**config.mk**
```make
export PLATFORM = sky130hd
export DESIGN_NAME = sm_rocc_ctrl
export DESIGN_NICKNAME = d
export VERILOG_FILES = /design/src/rtl/sm_rocc_ctrl.sv
export SDC_FILE = /design/constraint.sdc
export NUM_CORES = 1
export LEC_CHECK = 0
export BUFFER_PORTS_ARGS = -buffer_cell sky130_fd_sc_hd__clkbuf_2
export CORE_MARGIN = 10
export CORE_UTILIZATION = 35
export DETAILED_ROUTE_END_ITERATION = 10
export SYNTH_ARGS = -nofsm -noshare
export SYNTH_HDL_FRONTEND = slang
export SYNTH_SLANG_ARGS = --single-unit
```
**constraint.sdc**
```tcl
create_clock -name clk -period 1.9 [get_ports clk]
set_input_delay 0.19 -clock clk [delete_from_list [all_inputs] [get_ports clk]]
set_output_delay 0.19 -clock clk [all_outputs]
set_load 0.05 [all_outputs]
```
**src/rtl/sm_rocc_ctrl.sv**
```systemverilog
// sm_rocc_ctrl -- RoCC command controller for a single-operand accelerator.
//
// Accepts one packed RoCC command at a time, launches the accelerator with a
// one-cycle go pulse, waits for completion under a timeout, and for commands
// with xd set returns a packed {rd, data} response.
//
// Ports:
//   clk, reset_n             clock, asynchronous active-low reset
//   cmd_msg/cmd_val/cmd_rdy  command in: {rs1, funct, rs2, rs1_idx, xd, xs1,
//                            xs2, rd, opcode}
//   acc_go                   one-cycle start pulse to the accelerator
//   acc_funct, acc_operand   funct and rs1 of the current command
//   acc_done, acc_result     accelerator completion and result (WAIT only)
//   resp_msg/resp_val/resp_rdy  response out: {rd, data}
//   busy                     high whenever not IDLE
//   err_count                saturating count of timeouts
module sm_rocc_ctrl #(
  parameter int p_rs1bits      = 32,
  parameter int p_rd_data_bits = 32,
  parameter int p_timeout      = 255
) (
  input  logic                        clk,
  input  logic                        reset_n,
  input  logic [p_rs1bits+31:0]       cmd_msg,
  input  logic                        cmd_val,
  output logic                        cmd_rdy,
  output logic                        acc_go,
  output logic [6:0]                  acc_funct,
  output logic [p_rs1bits-1:0]        acc_operand,
  input  logic                        acc_done,
  input  logic [p_rd_data_bits-1:0]   acc_result,
  output logic [p_rd_data_bits+4:0]   resp_msg,
  output logic                        resp_val,
  input  logic                        resp_rdy,
  output logic                        busy,
  output logic [7:0]                  err_count
);

  localparam int             CW     = $clog2(p_timeout + 1);
  localparam logic [CW-1:0]  TO_VAL = CW'(p_timeout);

  typedef enum logic [1:0] {S_IDLE, S_GO, S_WAIT, S_RESP} state_t;

  state_t                      state_q, state_d;
  logic [CW-1:0]               cnt_q, cnt_d;
  logic [6:0]                  funct_q;
  logic [p_rs1bits-1:0]        rs1_q;
  logic [4:0]                  rd_q;
  logic                        xd_q;
  logic [p_rd_data_bits-1:0]   data_q, data_d;
  logic [p_rd_data_bits+4:0]   resp_q, resp_d;
  logic [7:0]                  err_q, err_d;
  logic                        accept;
  logic                        wait_exit;

  // Opcode, rs2, rs1_idx, xs1 and xs2 play no part in execution.
  logic unused_fields;
  assign unused_fields = ^{cmd_msg[24:15], cmd_msg[13:12], cmd_msg[6:0]};

  // NOTE: every variable written here gets a default first, so no path
  // through the case can leave one unassigned and infer a latch.
  always_comb begin
    state_d   = state_q;
    cnt_d     = cnt_q;
    data_d    = data_q;
    resp_d    = resp_q;
    err_d     = err_q;
    accept    = 1'b0;
    wait_exit = 1'b0;
    case (state_q)
      S_IDLE: begin
        if (cmd_val) begin
          accept  = 1'b1;
          state_d = S_GO;
        end
      end
      S_GO: begin
        cnt_d   = '0;
        state_d = S_WAIT;
      end
      S_WAIT: begin
        // Done takes priority over a timeout landing in the same cycle.
        if (acc_done) begin
          data_d    = acc_result;
          wait_exit = 1'b1;
        end else if (cnt_q == TO_VAL) begin
          data_d    = '1;
          wait_exit = 1'b1;
          if (err_q != 8'hFF) err_d = err_q + 8'd1;
        end else begin
          cnt_d = cnt_q + CW'(1);
        end
        if (wait_exit) begin
          if (xd_q) begin
            state_d = S_RESP;
            // The response register only loads here, so resp_msg is frozen
            // for the whole RESP stay and between commands.
            resp_d  = {rd_q, data_d};
          end else begin
            state_d = S_IDLE;
          end
        end
      end
      S_RESP: begin
        if (resp_rdy) state_d = S_IDLE;
      end
      default: state_d = S_IDLE;
    endcase
  end

  // NOTE: all state, including the captured command fields and response
  // register, is cleared by reset so outputs are defined from the first cycle.
  always_ff @(posedge clk or negedge reset_n) begin
    if (!reset_n) begin
      state_q <= S_IDLE;
      cnt_q   <= '0;
      funct_q <= '0;
      rs1_q   <= '0;
      rd_q    <= '0;
      xd_q    <= 1'b0;
      data_q  <= '0;
      resp_q  <= '0;
      err_q   <= '0;
    end else begin
      // NOTE: non-blocking assignments so every register samples the
      // pre-edge values regardless of statement order.
      state_q <= state_d;
      cnt_q   <= cnt_d;
      data_q  <= data_d;
      resp_q  <= resp_d;
      err_q   <= err_d;
      if (accept) begin
        rs1_q   <= cmd_msg[p_rs1bits+31:32];
        funct_q <= cmd_msg[31:25];
        xd_q    <= cmd_msg[14];
        rd_q    <= cmd_msg[11:7];
      end
    end
  end

  assign cmd_rdy     = (state_q == S_IDLE);
  assign acc_go      = (state_q == S_GO);
  assign resp_val    = (state_q == S_RESP);
  assign busy        = (state_q != S_IDLE);
  assign acc_funct   = funct_q;
  assign acc_operand = rs1_q;
  assign resp_msg    = resp_q;
  assign err_count   = err_q;

endmodule

```
Word level (Yosys, flattened, before mapping)
Index checks and enable logic that the tools add are counted.
{"block": "classes", "n_addsub": 2, "multipliers": 0, "n_div": 0, "magnitude_cmp": 0, "n_eq_ne": 10, "shifts": 0, "n_mux": 15, "bitwise": 1, "reduce_logical": 7}
{"cell": "$mux W32", "count": 2}
{"cell": "$add A8 B1 Y8 const B", "count": 2}
{"cell": "$mux W8", "count": 2}
{"cell": "$pmux W8 S2", "count": 1}
{"cell": "$reduce_and A3 Y1", "count": 3}
{"cell": "$eq A8 B8 Y1 const B", "count": 1}
{"cell": "$mux W2", "count": 4}
{"cell": "$ne A2 B2 Y1 const B", "count": 4}
{"cell": "$ne A8 B8 Y1 const B", "count": 1}
{"cell": "$pmux W2 S4", "count": 1}
{"cell": "$mux W1", "count": 5}
{"cell": "$eq A2 B2 Y1 const B", "count": 2}
{"cell": "$reduce_and A4 Y1", "count": 1}
{"cell": "$reduce_bool A2 Y1", "count": 2}
{"cell": "$eq A2 B1 Y1 const B", "count": 1}
{"cell": "$logic_not A2 Y1", "count": 1}
{"cell": "$ne A2 B1 Y1 const B", "count": 1}
{"cell": "$not A1 Y1", "count": 1}
{"block": "word_totals", "reg_bits": 132, "latch_bits": 0, "ramBits": 0, "rom_bits": 0, "memories": 0}

Depth between registers and ports, before layout
Gate-level depths: netlist of the first run.
{"block": "depth", "word_depth": 6, "depth_mapped": 8, "ltp_nobuf": 6}

Worst setup path before layout of the first run
Ideal clock, no wire load.
{"block": "synth_path", "path_type": "reg2reg", "from": "register state_q[0]", "to": "register state_q[1]", "setup_time_ps": 124, "arrival_time_ps": 2019, "path_slack_ps": -243, "path_stages_with_launch": 7, "path_buffers": 0, "synth_period_minus_slack_ps": 2143, "cell_sequence": "dfrtp_1 inv_1 ha_1 inv_1 o22ai_1 a2111oi_0 a211o_1"}
{"block": "synth_between", "elab_chain_cells": 3, "word_cells_on_any_way": 9, "cone_classes": "eq/ne (6); mux (1); reduce/logical (2)"}
{"element": "start, declared", "line_no": "44", "rtl": "state_t state_q, state_d;"}
{"element": "start signal, assigned", "line_no": "127", "rtl": "state_q <= state_d;"}
{"element": "$logic_not A2 Y1 (*)"}
{"element": "net cmd_rdy", "line_no": "26", "rtl": "output logic cmd_rdy,"}
{"element": "$ne A2 B2 Y1 (no source line)"}
{"element": "$reduce_and A3 Y1 (no source line)"}
Mark *: on every way through the listed nets, which the timed path passes. The rest lies on a longest branch.
A chain may end at the register's enable or synchronous reset.

Worst setup path after layout of the first run
{"block": "layout_path", "from": "register cnt_q[1]", "to": "register err_q[1] (netlist: err_count[1])"}
{"block": "layout_between", "elab_chain_cells": 2}
{"element": "start, declared", "line_no": "45", "rtl": "logic [CW-1:0] cnt_q, cnt_d;"}
{"element": "start signal, assigned", "line_no": "128", "rtl": "cnt_q <= cnt_d;"}
{"element": "$eq A8 B8 Y1", "line_no": "86", "rtl": "end else if (cnt_q == TO_VAL) begin"}
{"element": "$reduce_and A4 Y1 (no source line)"}
{"element": "end signal, assigned", "line_no": "131", "rtl": "err_q <= err_d;"}
{"element": "end, declared", "line_no": "52", "rtl": "logic [7:0] err_q, err_d;"}
Every way passes these cells.

==> results of run 1 <==
## worst min path at each step
stage | startpoint | end | slack [ns]
after floorplan | reset_n | acc_funct[0] | -0.11
after detailed placement | reset_n | err_count[0] | 0.29
after global routing | cmd_msg[27] | acc_funct[2] | 0.04
after CTS | cmd_msg[55] | acc_operand[23] | 0.04
final | cmd_msg[53] | acc_operand[21] | 0.06
after global placement | reset_n | err_count[0] | 0.30
## flip-flops by register name, indices dropped and copies added (netlist names)
name	flops
rd_q	5
state_q	2
acc_funct	7
cnt_q	8
err_count	8
resp_msg	37
xd_q	1
acc_operand	32
## critical path, cell delays in order (launching register included)
cell	delay, ns
dfrtp_2	0.41
ha_4	0.15
nand2b_1	0.07
or4_4	0.49
buf_8	0.16
nor2_4	0.12
mux2_4	0.30
## per-stage QoR
stage	setup slack, ns	std cells	util, %	total power, mW
2_1_floorplan	-0.03838	326	-	8.096
3_3_place_gp	0.06708	643	46.59	9.694
3_5_place_dp	0.05736	643	46.59	9.816
4_1_cts	0.04383	658	48.91	11.51
5_1_grt	0.009671	658	49.31	11.99
6_report	0.09768	658	49.31	11.34
## layer usage
metal  global-route usage [%]  part of all wire (%)  up-vias
met5                        0                     0        -
met3                    7.749                    12       12
li1                         -                     -     1543
met2                    21.07                    46      135
met4                    5.026                   1.6        0
met1                    14.39                    40     1572
## kinds of logic after synthesis
kind of cell    Yosys count
compound gates           57
xor+xnor                  6
fa+ha+maj                 7
buf+inv                  29
flops                   100
mux                      51
simple gates             76
## cells in the mapped netlist, types with 2 or more instances
| cell | n |
|---|---|
| a21oi_1 | 5 |
| o211ai_1 | 2 |
| nor2_1 | 38 |
| a211o_1 | 2 |
| and2_1 | 2 |
| o221ai_1 | 3 |
| inv_1 | 11 |
| o311ai_0 | 2 |
| a2bb2oi_1 | 32 |
| xor2_1 | 6 |
| mux2_2 | 24 |
| dfrtp_1 | 100 |
| a21o_1 | 2 |
| or4_1 | 2 |
| nor4_2 | 3 |
| o32a_1 | 2 |
| nand2_1 | 8 |
| nand3_1 | 8 |
| buf_2 | 5 |
| nand4_1 | 2 |
| nand2b_1 | 3 |
| mux2_1 | 27 |
| ha_1 | 7 |
| nor3_1 | 2 |
| clkbuf_1 | 12 |
## timing repair
| action | in CTS | in global routing |
|---|---|---|
| hold buffers | 1 | 0 |
| setup endpoints to repair | 0 | 4 |
| hold endpoints to repair | 100 | 0 |
| setup buffers | 0 | 0 |
| resized for setup | 0 | 9 |
## power by group
group,internal (mW),switching [mW],total (mW)
logic,1.69,4.45,6.14
registers,3.06,0.495,3.55
clock network,0.907,0.735,1.64
total,5.66,5.68,11.3
## cell type report
class	instances	share of cell area, %
Clock inverter	2	0.2194
Sequential cell	100	43.90
Tap cell	143	3.137
Clock buffer	12	4.322
Timing Repair Buffer	193	18.87
Inverter	11	0.7240
Multi-Input combinational cell	197	28.83
==> reports/metrics.yaml, run 1 <==
routing:
  viasPerCell: 4.957
  wl_um: 11050
  antenna_left: 0
  firstDrtPassIters: 4
  wl_per_cell_um: 16.80
  vias: 3262
  initialDrtViolationCount: 93
  drc: 0
floorplan:
  fp.coreArea_mm2: 0.01156
  start_util_pct: 36.29
  fp.dieW_um: 129.5
  die_y_um: 129.5
  die_area_mm2: 0.01677
  fp-row-count: 39
  io_pins: 189
timing:
  tightestPinTransition_ns: 0.5270
  period_minus_slack_ns: 1.802
  clock.fmax_mhz: 554.8
  slew_violations: 0
  setup_tns_ns: 0
  fin_skew_ns: 0.005609
  rsz0062_at_grt: "no"
  fin_hold_ws_ns: 0.05737
  finalCritPeriodShare_pct: 94.86
  relSlewSlack_pct: 64.83
  hold_violations: 0
  setup_violations: 0
power_and_ir_drop:
  leakagePower_nw: 2.787
  irDropWorstVdd_mv: 1.277
  powerDensity_mw_per_mm2: 1988
worst_setup_path:
  worst_ep_required_time_ns: 2.13
  r2r_setup_slack_ns: 0.1
  worstSetupEndpoint: "err_count[1]"
  timing.rr.start: "cnt_q[1]"
  reg2reg_to: "err_count[1]"
  worstSetupStartpointType: "register"
  rr_worst_depth: 6
  critPathMaxFanout: 8
  cp-end-kind: "register"
  crit_type: "reg -> reg"
  cp.arrival_ns: 2.03
  crit_path_start: "cnt_q[1]"
yosys:
  synthCells: 326
  synth_mux_area_share_pct: 13.69
  synth_cell_types: 41
  synth_top_area_share_pct: 59.63
  yosysWarnings: 0
  syn_avg_cell_area_um2: 12.87
  syn_area_mm2: 0.004197
  synthSimpleGateAreaFrac_pct: 9.422
  synth_compound_area_share_pct: 11.18
  synthXorXnorAreaFrac_pct: 1.252
  ys_ff_latch: 100
  synthAdderAreaFrac_pct: 2.087
  synth_edf_count: 0
  synthTopCellsByArea: "dfrtp_1, mux2_1, a2bb2oi_1"
  ys_seq_area_share_pct: 59.63
  yosysTopAreaCell: "dfrtp_1"
  syn_nets: 434
  synth_top_family_by_area: "multiplexers"
  async_flop_share_pct: 100.0
  synth_ff_type: "dfrtp_1"
cts:
  cts-root-buf: "clkbuf_16"
  cts_buffers: 9
  clk_pin_slew_ns: 0.07
  tritoncts: "built"
  cts_sinks: 100
  htreeDepth: 3
  clockBufferDepth: 2
  clk_latency_ns: 0.34
place:
  placed_area_mm2: 0.005388
  portBuffers: 169
  place_congestion: 0.7836
  dp_hpwl_um: 8406
grt:
  grt_overflow_total: 0
  grt_pass1_wl_um: 17750
  gr-usage-all-layers_pct: 13.25
  antenna_found_initial: 0
  grt_pass1_vias: 3551
  grt_start_max_net_pins: 101
worst_hold_path:
  min_path_cells: 2
  min-delay-path-class: "in -> reg"
layout:
  diodes: 0
  layout_common_cells: "clkbuf_2, dfrtp_1, nor2_1"
  multi_input_area_mm2: 0.001644
  final_common_cell: "clkbuf_2"
  fill_cells: 1068
  syn_to_final_growth_pct: 35.90
  fin_area_mm2: 0.005703
  seqCellArea_mm2: 0.002504
  layout-drive-gt1-share_pct: 47.18
  nets: 620
job:
  cap_violations: 0
status:
  status: "completed"
No activity file was read; power rests on OpenSTA's default activity.
==> run 2: changes to the inputs <==
--- a/config.mk
+++ b/config.mk
@@ -6,6 +6,7 @@
 export NUM_CORES = 1
 export LEC_CHECK = 0
 export BUFFER_PORTS_ARGS = -buffer_cell sky130_fd_sc_hd__clkbuf_2
+export CORE_ASPECT_RATIO = 0.6
 export CORE_MARGIN = 10
 export CORE_UTILIZATION = 35
 export DETAILED_ROUTE_END_ITERATION = 10
==> run 2 against run 1 <==
Net effect:
- register-to-register slack got worse by 0.02 ns
- maximum frequency fell by 1.0%
- clock-buffer cell count fell by 1
- cell area rose by 2.8%
- wire length rose by 5.0%
- via count fell by 0.40%
- cell count rose by 3.6%
- sequential power barely moved
==> reports/metrics.yaml, run 2 (synthesis gave the netlist of run 1 again) <==
floorplan:
  start_util_pct: 36.42  # +0.13 points
  die_area_mm2: 0.01691  # +0.85%
  io_pins: 189  # unchanged
  fp.dieW_um: 161.4  # +25%
  fp-row-count: 30  # -23%
  die_y_um: 104.8  # -19%
  fp.coreArea_mm2: 0.01152  # -0.36%
timing:
  fin_hold_ws_ns: 0.06499  # +0.007615 ns
  period_minus_slack_ns: 1.820  # +0.01817 ns
  finalCritPeriodShare_pct: 95.82  # +0.96 points
  setup_violations: 0  # unchanged
  finalWorstSetupSlack_ns: 0.07950  # -0.01817 ns
  hold_violations: 0  # unchanged
  tightestPinTransition_ns: 0.3940  # -0.1330 ns
  relSlewSlack_pct: 73.05  # +8.2 points
  slew_violations: 0  # unchanged
  clock.fmax_mhz: 549.3  # -1.0%
  fin_skew_ns: 0.006534  # +0.0009243 ns
worst_setup_path:
  cp.buffers_inverters: 3  # +2
  cpLargestDelayFamily: "simple AND/OR/NAND/NOR gates"
  worstSetupStartpointType: "register"
  worst_ep_required_time_ns: 2.12  # about the same
  cp.arrival_ns: 2.04  # about the same
  cp-end-kind: "register"
  cp_cell_sequence: "inv_2, ha_4, inv_1, or4_4, buf_8, nor2_4, mux2_4"
  critPathMaxFanout: 8  # unchanged
  crit_type: "reg -> reg"
  max_stage_delay_ns: 0.48  # about the same
  cp_slowest_cell: "or4_4"
place:
  portBuffers: 169  # unchanged
  place_ws_ns: 0.04473  # -0.01263 ns
  dp_hpwl_um: 8917  # +6.1%
  place_congestion: 0.7991  # +2.0%
layout:
  nets: 625  # +0.81%
  fin_util_pct: 50.88  # +1.6 points
  largest_reg_flops: 37  # unchanged
  seqCellArea_mm2: 0.002502  # about the same
  syn_to_final_growth_pct: 39.71
  layout-drive-gt1-share_pct: 47.70  # +0.52 points
  layout_common_cells: "clkbuf_2, dfrtp_1, nor2_1"
  diodes: 0  # unchanged
  fill_cells: 1074  # +0.56%
  final_common_cell: "clkbuf_2"
  multi_input_area_mm2: 0.001640  # -0.23%
routing:
  firstDrtPassIters: 4  # unchanged
  wl_um: 11610  # +5.0%
  drc: 0  # unchanged
  top_layer: "met4"
  route.met3.wl_um: 1184  # -12%
  initialDrtViolationCount: 178  # +91%
  route.met2.wl_um: 5080  # -1.1%
  wl_per_cell_um: 17.02  # +1.3%
  viasPerCell: 4.764  # -3.9%
  antenna_left: 0  # unchanged
  vias: 3249  # -0.40%
  wl_met1_um: 5265  # +20%
cts:
  cts-root-buf: "clkbuf_16"
  tritoncts: "built"
  cts_sinks: 100  # unchanged
  htreeDepth: 3  # unchanged
  cts_buffers: 9  # unchanged
  clk_latency_ns: 0.33  # about the same
  clockBufferDepth: 2  # unchanged
  clk_pin_slew_ns: 0.07  # about the same
power_and_ir_drop:
  leakagePower_nw: 2.863  # +2.7%
  pwr-share-comb_pct: 52.3  # -1.9 points
  power_frac_clock_pct: 17.8  # +3.3 points
  switching_power_mw: 5.782  # +1.9%
  p_seq_share_pct: 29.9  # -1.4 points
  irDropWorstVdd_mv: 1.117  # -13%
  powerDensity_mw_per_mm2: 2028  # +2.0%
  power_switching_share_pct: 48.62  # -1.5 points
  p_int_mw: 6.111  # +8.0%
job:
  cap_violations: 0  # unchanged
status:
  status: "completed"
grt:
  grt_pass1_vias: 3495  # -1.6%
  grt_start_max_net_pins: 43  # -57%
  antenna_found_initial: 0  # unchanged
  grt_pass1_wl_um: 18640  # +5.0%
  grt_overflow_total: 0  # unchanged
  gr-usage-all-layers_pct: 13.27  # +0.019 points
worst_hold_path:
  min-delay-path-class: "in -> reg"
-- run 2: changes by cell type in the layout (fill, tap and decap cells not counted), sizes merged --
cell    previous run  this run
buf               24        29
bufinv             0         3
inv               11        12
clkbuf           180       179
clkinv             1         0
-- run 2: per-stage QoR --
stage	cells	TNS (ns)	instance area, µm²	power, mW
finish	682	0	5863	11.89
detailed placement	663	0	5444	9.868
global placement	663	0	5444	9.739
CTS	680	0	5803	12.03
global route	682	-0.0001190	5863	12.49
floorplan	326	-0.03838	4228	8.096
-- run 2: worst paths after layout --
kind,start,end,slack (ns),cells past startpoint
hold / removal,cmd_msg[52],acc_operand[20],0.06,2
min in group asynchronous,reset_n,xd_q,0.31,2
setup / recovery,state_q[0],err_count[1],0.08,7
hold reg to reg,resp_msg[32],resp_msg[32],0.48,1
setup reg to reg,state_q[0],err_count[1],0.08,7
max in group asynchronous,reset_n,resp_msg[32],1.02,3
-- run 2: area by class of cell --
cell class / instances / area share (%)
clock buffers: 11 / 4.140
clock inverters: 5 / 1.814
inverters: 11 / 0.7042
multi-input cells: 197 / 27.98
flip-flops and latches: 100 / 42.68
well taps: 160 / 3.414
repair buffers: 198 / 19.27
-- run 2: power by group through the flow --
stage	Sequential, mW	Clock [mW]	Combinational (mW)
2_1_floorplan	6.45	0	1.65
3_3_place_gp	3.55	0	6.19
3_5_place_dp	3.59	0	6.28
4_1_cts	3.57	2.18	6.28
5_1_grt	3.68	2.25	6.55
6_report	3.56	2.11	6.22
-- run 2: timing repair --
action                                  in CTS  in global routing
endpoints found under the setup margin       0                 30
buffers inserted                             0                  2
hold buffers                                 1                  0
hold endpoints to repair                    21                  0
gates resized for setup                      0                  8
-- run 2: layer usage --
layer | vias to the layer above | track usage (%)
li1 | 1562 | -
met1 | 1560 | 16.72
met2 | 121 | 19.82
met3 | 6 | 7.014
met4 | 0 | 2.717
met5 | - | 0
-- run 2: worst reg2reg max path, stage by stage, from the launching register on --
cell,delay (ns)
dfrtp_1,0.39
inv_2,0.08
ha_4,0.14
inv_1,0.05
or4_4,0.48
buf_8,0.16
nor2_4,0.10
mux2_4,0.30
==> run 3: changes to the inputs <==
--- a/config.mk
+++ b/config.mk
@@ -9,7 +9,9 @@
 export CORE_ASPECT_RATIO = 0.6
 export CORE_MARGIN = 10
 export CORE_UTILIZATION = 35
+export CTS_CLUSTER_SIZE = 14
 export DETAILED_ROUTE_END_ITERATION = 10
+export REMOVE_ABC_BUFFERS = 1
 export SYNTH_ARGS = -nofsm -noshare
 export SYNTH_HDL_FRONTEND = slang
 export SYNTH_SLANG_ARGS = --single-unit
==> run 3 against run 2 <==
Net effect:
- critical endpoint unchanged
- power is 1.2% lower
- clock skew barely moved
- sequential power hardly changed
- register-to-register slack lost 0.03 ns
- clock power shrank 9%
- utilization fell by 0.098 points
- clock-buffer cell count decreased by 1
- worst hold slack improved by 0.0025 ns
- global-route usage rose by 1.1 points
- worst setup slack got worse by 0.030 ns
- first-iteration DRC count decreased by 23%
- combinational power up 1%
- largest power group unchanged
==> reports/metrics.yaml, run 3 (synthesis gave the netlist of run 1 again) <==
place:
  placed_area_mm2: 0.005420  # -0.44%
  portBuffers: 169  # unchanged
  dp_hpwl_um: 9253  # +3.8%
  dp_cells: 663  # unchanged
  place_congestion: 0.8000  # +0.11%
timing:
  setup_violations: 0  # unchanged
  slew_violations: 0  # unchanged
  relSlewSlack_pct: 58.42  # -15 points
  fin_skew_ns: 0.006817  # +0.0002838 ns
  clock.fmax_mhz: 540.4  # -1.6%
  hold_violations: 0  # unchanged
  finalCritPeriodShare_pct: 97.39  # +1.6 points
  period_minus_slack_ns: 1.850  # +0.02989 ns
  setup_tns_ns: 0  # unchanged
  rsz0062_at_grt: "yes"
  fin_hold_ws_ns: 0.06748  # +0.002499 ns
  tightestPinTransition_ns: 0.6230  # +0.2289 ns
floorplan:
  io_pins: 189  # unchanged
  fp-row-count: 30  # unchanged
  fp.dieW_um: 161.4  # unchanged
  fp.coreArea_mm2: 0.01152  # unchanged
  die_area_mm2: 0.01691  # unchanged
  die_y_um: 104.8  # unchanged
  start_util_pct: 36.42  # unchanged
cts:
  clk_pin_slew_ns: 0.07  # about the same
  htreeDepth: 3  # unchanged
  clk_latency_ns: 0.33  # about the same
  tritoncts: "built"
  cts-root-buf: "clkbuf_16"
  clockBufferDepth: 2  # unchanged
  cts_buffers: 9  # unchanged
  cts_sinks: 100  # unchanged
job:
  cap_violations: 0  # unchanged
worst_setup_path:
  max_stage_delay_ns: 0.56  # +0.08 ns
  cp.arrival_ns: 2.07  # +0.03 ns
  cp_cell_sequence: "ha_4, nand2b_1, or4_4, buf_12, nor2_4, mux2_4"
  crit_type: "reg -> reg"
  cpLargestDelayFamily: "simple AND/OR/NAND/NOR gates"
  cp_slowest_cell: "or4_4"
  cp.buffers_inverters: 1  # -2
  cp-end-kind: "register"
  critPathMaxFanout: 8  # unchanged
  worst_ep_required_time_ns: 2.12  # about the same
  worstSetupStartpointType: "register"
layout:
  fin_util_pct: 50.78  # -0.098 points
  final_common_cell: "clkbuf_2"
  layout-drive-gt1-share_pct: 47.88  # +0.18 points
  layout_common_cells: "clkbuf_2, dfrtp_1, nor2_1"
  fill_cells: 1031  # -4.0%
  syn_to_final_growth_pct: 39.45
  stdcell_count: 680  # -0.29%
  multi_input_area_mm2: 0.001663  # +1.4%
  seqCellArea_mm2: 0.002502  # unchanged
  largest_reg_flops: 37  # unchanged
  diodes: 0  # unchanged
  nets: 624  # -0.16%
  fin_area_mm2: 0.005852  # -0.19%
routing:
  wl_um: 12350  # +6.4%
  wl_per_cell_um: 18.17  # +6.8%
  initialDrtViolationCount: 137  # -23%
  drc: 0  # unchanged
  antenna_left: 0  # unchanged
  viasPerCell: 4.924  # +3.4%
  firstDrtPassIters: 4  # unchanged
  vias: 3348  # +3.0%
worst_hold_path:
  min-delay-path-class: "in -> reg"
power_and_ir_drop:
  irDropWorstVdd_mv: 1.066  # -4.6%
  leakagePower_nw: 2.846  # -0.59%
  powerDensity_mw_per_mm2: 2008  # -1.0%
status:
  status: "completed"
grt:
  grt_overflow_total: 0  # unchanged
  antenna_found_initial: 0  # unchanged
  grt_start_max_net_pins: 101  # +130%
  grt_pass1_wl_um: 19930  # +6.9%
  gr-usage-all-layers_pct: 14.32  # +1.1 points
  grt_pass1_vias: 3575  # +2.3%
==> run 3: routing by layer <==
layer | global-route usage [%] | part of all wire, %
met4 | 2.329 | 0.47
met1 | 19.47 | 48
met2 | 20.82 | 42
met5 | 0 | 0
met3 | 6.348 | 10
==> run 3: layout make-up <==
type	count	share of cell area (%)
Clock buffer	10	3.913
Clock inverter	5	1.454
Sequential cell	100	42.76
Multi-Input combinational cell	197	28.42
Inverter	11	0.7056
Tap cell	160	3.421
Timing Repair Buffer	197	19.33
==> run 3: what timing repair did <==
action,in CTS,in global routing
setup buffers,0,1
gates resized for setup,10,10
pin swaps,2,3
hold endpoints to repair,100,0
endpoints found under the setup margin,6,34
hold buffers,1,0
==> run 3: path summary, 6_finish.rpt <==
kind	slack, ns	end	from	cells past startpoint
setup / recovery	0.05	err_count[1]	cnt_q[1]	6
hold / removal	0.07	acc_operand[2]	cmd_msg[34]	2
setup reg to reg	0.05	err_count[1]	cnt_q[1]	6
hold reg to reg	0.49	resp_msg[36]	rd_q[4]	1
max in group asynchronous	0.98	acc_operand[16]	reset_n	3
min in group asynchronous	0.45	acc_operand[24]	reset_n	3
==> run 3: stage by stage <==
| stage | total power [mW] | setup slack, ns |
|---|---|---|
| finish | 11.75 | 0.04961 |
| global route | 12.40 | -0.01550 |
| CTS | 11.84 | -0.01807 |
| detailed placement | 9.848 | -0.08958 |
| global placement | 9.725 | -0.04559 |
| floorplan | 8.027 | -0.9517 |
==> run 3: report_power, final <==
group,switching [mW],internal [mW],leakage [nW]
Sequential,0.490,3.06,1.20
Clock,0.775,1.15,0.149
Combinational,4.54,1.74,1.50
Total,5.80,5.95,2.85
